**config.mk**
```make
export PLATFORM = sky130hd
export DESIGN_NAME = utimer_ctrl8
export DESIGN_NICKNAME = d
export VERILOG_FILES = /design/src/rtl/utimer_pkg.sv /design/src/rtl/ucnt_core.sv /design/src/rtl/utimer_ctrl8.sv
export SDC_FILE = /design/constraint.sdc
export NUM_CORES = 1
export LEC_CHECK = 0
export CORE_MARGIN = 1
export CORE_UTILIZATION = 40
export CTS_CLUSTER_DIAMETER = 80
export DETAILED_ROUTE_END_ITERATION = 8
export GPL_TIMING_DRIVEN = 0
export PLACE_DENSITY = 0.6
export SLEW_MARGIN = 40
export SYNTH_ARGS = -nofsm -noshare
export SYNTH_HDL_FRONTEND = slang
export SYNTH_SLANG_ARGS = --single-unit
```
**constraint.sdc**
```tcl
create_clock -name clk -period 3.2 [get_ports clk]
set_input_delay 0.96 -clock clk [delete_from_list [all_inputs] [get_ports clk]]
set_output_delay 0.96 -clock clk [all_outputs]
set_load 0.05 [all_outputs]
```
**src/rtl/utimer_pkg.sv**
```systemverilog
// Shared types and constants for the utimer_ctrl8 interval timer.
package utimer_pkg;

  localparam int unsigned DEF_WIDTH   = 8;
  localparam int unsigned DEF_PRESC_W = 4;

  typedef enum logic [1:0] {
    ST_IDLE  = 2'd0,
    ST_ARM   = 2'd1,
    ST_RUN   = 2'd2,
    ST_PAUSE = 2'd3
  } state_e;

  localparam logic [1:0] OP_NOP   = 2'b00;
  localparam logic [1:0] OP_START = 2'b01;
  localparam logic [1:0] OP_STOP  = 2'b10;
  localparam logic [1:0] OP_ABORT = 2'b11;

  // Terminal count for the default width: all ones counting up, zero counting down.
  function automatic logic [DEF_WIDTH-1:0] term_val(input logic up);
    return up ? {DEF_WIDTH{1'b1}} : {DEF_WIDTH{1'b0}};
  endfunction

endpackage

```
**src/rtl/ucnt_core.sv**
```systemverilog
// Loadable up/down counter register with terminal-count detect.
module ucnt_core
  import utimer_pkg::*;
#(
  parameter int unsigned WIDTH = DEF_WIDTH
) (
  input  logic             clk,
  input  logic             rst,
  input  logic             load,
  input  logic [WIDTH-1:0] load_val,
  input  logic             en,
  input  logic             up,
  output logic [WIDTH-1:0] count,
  output logic             is_terminal
);

  logic [WIDTH-1:0] count_q;
  logic [WIDTH-1:0] count_d;

  // Load wins over stepping.
  always_comb begin
    count_d = count_q;
    if (load) begin
      count_d = load_val;
    end else if (en) begin
      count_d = up ? count_q + WIDTH'(1) : count_q - WIDTH'(1);
    end
  end

  always_ff @(posedge clk or posedge rst) begin
    if (rst) begin
      count_q <= '0;
    end else begin
      count_q <= count_d;
    end
  end

  assign count       = count_q;
  assign is_terminal = (count_q == {WIDTH{up}});

endmodule

```
**src/rtl/utimer_ctrl8.sv**
```systemverilog
// Interval-timer controller: command FSM, prescaler, shadow config and irq.
module utimer_ctrl8
  import utimer_pkg::*;
#(
  parameter int unsigned WIDTH   = DEF_WIDTH,
  parameter int unsigned PRESC_W = DEF_PRESC_W
) (
  input  logic               clk,
  input  logic               _areset,
  input  logic               cmd_valid,
  output logic               cmd_ready,
  input  logic [1:0]         cmd_op,
  input  logic [WIDTH-1:0]   cfg_preld,
  input  logic               cfg_updown,
  input  logic               cfg_periodic,
  input  logic [PRESC_W-1:0] cfg_presc,
  input  logic               irq_ack,
  output logic [WIDTH-1:0]   dcount,
  output logic               expire,
  output logic               irq,
  output logic               busy
);

  state_e             state_q, state_d;
  logic [PRESC_W-1:0] presc_q, presc_d;
  logic [WIDTH-1:0]   sh_preld_q, sh_preld_d;
  logic               sh_up_q, sh_up_d;
  logic               sh_per_q, sh_per_d;
  logic [PRESC_W-1:0] sh_presc_q, sh_presc_d;
  logic               expire_q, expire_d;
  logic               irq_q, irq_d;

  logic               cnt_load;
  logic [WIDTH-1:0]   cnt_load_val;
  logic               cnt_en;
  logic               cnt_term;
  logic               accept;

  assign cmd_ready = (state_q != ST_ARM);
  assign busy      = (state_q != ST_IDLE);
  assign accept    = cmd_valid & cmd_ready;

  ucnt_core #(.WIDTH(WIDTH)) u_cnt (
    .clk         (clk),
    .rst         (_areset),
    .load        (cnt_load),
    .load_val    (cnt_load_val),
    .en          (cnt_en),
    .up          (sh_up_q),
    .count       (dcount),
    .is_terminal (cnt_term)
  );

  // Next-state, prescaler, counter control and irq; ABORT beats STOP beats a due step.
  always_comb begin
    state_d      = state_q;
    presc_d      = presc_q;
    sh_preld_d   = sh_preld_q;
    sh_up_d      = sh_up_q;
    sh_per_d     = sh_per_q;
    sh_presc_d   = sh_presc_q;
    cnt_load     = 1'b0;
    cnt_load_val = '0;
    cnt_en       = 1'b0;
    expire_d     = 1'b0;
    irq_d        = irq_ack ? 1'b0 : irq_q;

    unique case (state_q)
      ST_IDLE: begin
        if (accept && cmd_op == OP_START) begin
          sh_preld_d = cfg_preld;
          sh_up_d    = cfg_updown;
          sh_per_d   = cfg_periodic;
          sh_presc_d = cfg_presc;
          state_d    = ST_ARM;
        end
      end
      ST_ARM: begin
        cnt_load     = 1'b1;
        cnt_load_val = sh_preld_q;
        presc_d      = '0;
        state_d      = ST_RUN;
      end
      ST_RUN: begin
        if (accept && cmd_op == OP_ABORT) begin
          cnt_load = 1'b1;
          presc_d  = '0;
          state_d  = ST_IDLE;
        end else if (accept && cmd_op == OP_STOP) begin
          state_d = ST_PAUSE;
        end else if (presc_q == sh_presc_q) begin
          presc_d = '0;
          if (cnt_term) begin
            expire_d = 1'b1;
            irq_d    = 1'b1;
            if (sh_per_q) begin
              cnt_load     = 1'b1;
              cnt_load_val = sh_preld_q;
            end else begin
              state_d = ST_IDLE;
            end
          end else begin
            cnt_en = 1'b1;
          end
        end else begin
          presc_d = presc_q + PRESC_W'(1);
        end
      end
      ST_PAUSE: begin
        if (accept && cmd_op == OP_ABORT) begin
          cnt_load = 1'b1;
          presc_d  = '0;
          state_d  = ST_IDLE;
        end else if (accept && cmd_op == OP_START) begin
          state_d = ST_RUN;
        end
      end
      default: state_d = ST_IDLE;
    endcase
  end

  always_ff @(posedge clk or posedge _areset) begin
    if (_areset) begin
      state_q    <= ST_IDLE;
      presc_q    <= '0;
      sh_preld_q <= '0;
      sh_up_q    <= 1'b0;
      sh_per_q   <= 1'b0;
      sh_presc_q <= '0;
      expire_q   <= 1'b0;
      irq_q      <= 1'b0;
    end else begin
      state_q    <= state_d;
      presc_q    <= presc_d;
      sh_preld_q <= sh_preld_d;
      sh_up_q    <= sh_up_d;
      sh_per_q   <= sh_per_d;
      sh_presc_q <= sh_presc_d;
      expire_q   <= expire_d;
      irq_q      <= irq_d;
    end
  end

  assign expire = expire_q;
  assign irq    = irq_q;

endmodule

```
==> results.json, run 1 <==
{
  "ff_latch_area_um2": 751,
  "syn_area_um2": 1830,
  "fin_util": 0.526,
  "vias": 1461,
  "vdd_ir_drop_max_v": 0.000385,
  "die_x_um": 69.7,
  "hp-class": "flop to flop",
  "cts_setup_buffers": 0,
  "drtAntennaViolNets": 0,
  "cts-root-buf": "clkbuf_8",
  "cts_tree": "done",
  "worst_ep_arrival_time_ns": 2.09,
  "path_cells": "inv_1 -> ha_1 -> inv_1 -> clkdlybuf4s50_1",
  "synth_top_area_frac": 0.410,
  "grt_max_degree": 31,
  "synthesis.instances": 180,
  "p_per_area_nw_per_um2": 964,
  "ctsResizeCount": 0,
  "core_region_area_um2": 4380,
  "drt_iter0_drc": 59,
  "vias_per_cell": 5.39,
  "gr-total-overflow": 0,
  "multi_input_area_um2": 1020,
  "hold_depth": 2,
  "fin_skew_ns": 0.00721,
  "rsz0062_at_grt": "false",
  "num_rows": 24,
  "cts.sinks": 30,
  "fillers": 397,
  "maxCapViolCount": 0,
  "timing.rr.start": "sh_up_q",
  "end_kind": "primary output",
  "slowest_stage": "clkdlybuf4s50_1",
  "worstPathMaxFanout": 6,
  "holdWs_ns": 0.485,
  "cp-startpoint": "state_q[1]",
  "fin_crit_ns": 3.05,
  "hold_buffers": 0,
  "drc_errors": 0,
  "io_pins": 32,
  "fmax_mhz": 328,
  "fin_nets": 251,
  "power_mw": 2.22,
  "antennaDiodeCount": 0,
  "gp_congestion": 0.924,
  "finalHoldViolCount": 0,
  "clock_latency_ns": 0.28,
  "grt_pass1_vias": 1433,
  "outcome": "complete, no violations",
  "cts_inserted_buffers": 5,
  "cts.reportedPaths.clkPinSlew_ns": 0.06,
  "ys_types": 42,
  "worst_path_most_repeated_cell": "inv_1",
  "final_cells": 271,
  "clockBufferDepth": 2,
  "tightest_slew_ns": 0.624,
  "place_worst_setup_slack_ns": -0.108,
  "start_util": 0.418,
  "grt_usage": 0.174,
  "antenna_found_initial": 0,
  "wl_per_cell_um": 14.3,
  "avgSynthCellArea_um2": 10.2,
  "setup_viol": 0,
  "cts_htree_levels": 2,
  "place.port_buffers": 31,
  "ys_warn_count": 0,
  "reg2regPathDepth": 8,
  "syn-num-nets": 213,
  "die_h_um": 69.7,
  "synth_area_leaders": "dfrtp_1 41%, ha_1 8.2%, mux2_2 7.4%, xnor2_1 4.8%, o21ai_0 3.5%",
  "maxSlewHeadroom": 0.583,
  "cellLeakagePower_nw": 0.982,
  "crit_required_ns": 2.24,
  "synth_seq_cells": 30,
  "grt_pass1_wl_um": 6630,
  "final_layout_size_suffix_gt1_frac": 0.142,
  "area_growth_syn_to_layout_pct": 25.7,
  "routed_wl_um": 3870,
  "drv_slew": 0,
  "crit_type": "flop to primary output",
  "max_stage_delay_ns": 0.83,
  "dp_hpwl_um": 3010,
  "dr.pass1.iters": 4,
  "die_area_um2": 4860,
  "start_kind": "flop",
  "synth_seq_area_share": 0.410,
  "hold_start": "sh_preld_q[4]",
  "min_period_over_period": 0.952,
  "synth_area_leader_cell": "dfrtp_1",
  "dpl.cell_count": 263,
  "fin_ws_ns": 0.155
}
==> through the flow <==
step | cell area [um2] | setup TNS, ns
2_1_floorplan | 1830 | 0
3_3_place_gp | 2210 | -1.13
3_5_place_dp | 2210 | -0.108
4_1_cts | 2300 | 0
5_1_grt | 2300 | 0
6_report | 2300 | 0
==> power by group <==
group,switching (mW),internal (mW),total [mW]
registers,0.120,0.522,0.641
clock network,0.138,0.173,0.311
logic,0.744,0.525,1.27
total,1.00,1.22,2.22
==> cell usage in the layout, fill, tap and decap left out, types with 2 or more instances in the layout <==
cell type and count:
clkbuf_1 2, inv_1 14, o211ai_1 2, ha_1 12, nor2_1 8, nand2_1 15
o21ai_0 13, nand4_1 3, dfrtp_1 30, a21o_1 3, a21oi_1 9, clkbuf_8 6
xnor2_1 10, clkdlybuf4s50_1 31, mux2i_1 4, nor2b_1 3, mux2_2 12, nor3_1 4
nand3_1 9, nor4_1 2
==> cells by family (layout without fill, tap and decap cells) <==
logic type,count (synthesis),count (layout),synth area share
fa+ha+maj,13,13,0.0928
flops,30,30,0.410
xor+xnor,11,11,0.0526
mux,16,16,0.0956
buf+inv,17,56,0.0369
simple gates,56,56,0.167
compound gates,37,37,0.145
==> worst paths after layout <==
check	endpoint	slack (ns)
setup reg to reg	u_cnt.count[1]	0.45
setup / recovery	cmd_ready	0.15
min in group asynchronous	sh_presc_q[0]	1.08
hold / removal	u_cnt.count[4]	0.49
hold reg to reg	u_cnt.count[4]	0.49
max in group asynchronous	sh_up_q	1.71
==> state kept, by name (all words and copies together), names as in the netlist <==
register     cells
u_cnt.count      8
state_q          2
sh_preld_q       8
sh_presc_q       4
presc_q          4
sh_per_q         1
irq              1
sh_up_q          1
expire           1
==> cells in the mapped netlist, drive strengths merged <==
cell	number
nand3b	1
a211oi	2
nand3	9
and3	1
dfrtp	30
ha	12
a31o	1
nor4	2
or4b	2
inv	15
nor2	8
fa	1
a32oi	1
clkbuf	1
o22ai	1
a221oi	1
a21o	3
o21ai	13
nand4	3
and4b	1
o31a	1
or3	1
mux2	12
o41ai	1
nor3b	1
buf	1
nand2	16
o211ai	2
xnor2	10
nor4bb	1
nor2b	3
nor3	5
o31ai	1
o2bb2ai	1
mux2i	4
and4	1
nand4b	1
a21oi	9
xor2	1
==> critical path: cells and delay by family (launching register included) <==
family | cells | cell delay, ns
fa+ha+maj | 1 | 0.25
flops | 1 | 0.43
buf+inv | 3 | 1.12
==> layout make-up <==
class | instances | share of cell area
multi-input combinational | 133 | 0.442
inverter | 15 | 0.0244
buffer | 2 | 0.00489
sequential | 30 | 0.326
clock inverter | 1 | 0.00217
tap | 52 | 0.0282
timing repair buffer | 31 | 0.135
clock buffer | 7 | 0.0375
==> layer usage <==
| metal | share of wire | vias to the layer above | GRT usage | wire length [um] |
|---|---|---|---|---|
| met5 | 0 | - | 0 | 0 |
| met4 | 0.017 | 0 | 0.0644 | 65 |
| met3 | 0.037 | 9 | 0.0465 | 142 |
| met2 | 0.47 | 30 | 0.286 | 1820 |
| met1 | 0.47 | 695 | 0.219 | 1840 |
| li1 | - | 727 | - | - |
Note: power is estimated with default switching activity, not from simulation.
==> inputs of run 2 (changes only) <==
--- a/config.mk
+++ b/config.mk
@@ -5,6 +5,7 @@
 export SDC_FILE = /design/constraint.sdc
 export NUM_CORES = 1
 export LEC_CHECK = 0
+export ABC_CLOCK_PERIOD_IN_PS = 3200
 export CORE_MARGIN = 1
 export CORE_UTILIZATION = 40
 export CTS_CLUSTER_DIAMETER = 80
==> results of run 2 <==
Final layout, timing and power as in run 1 (identical DEF).
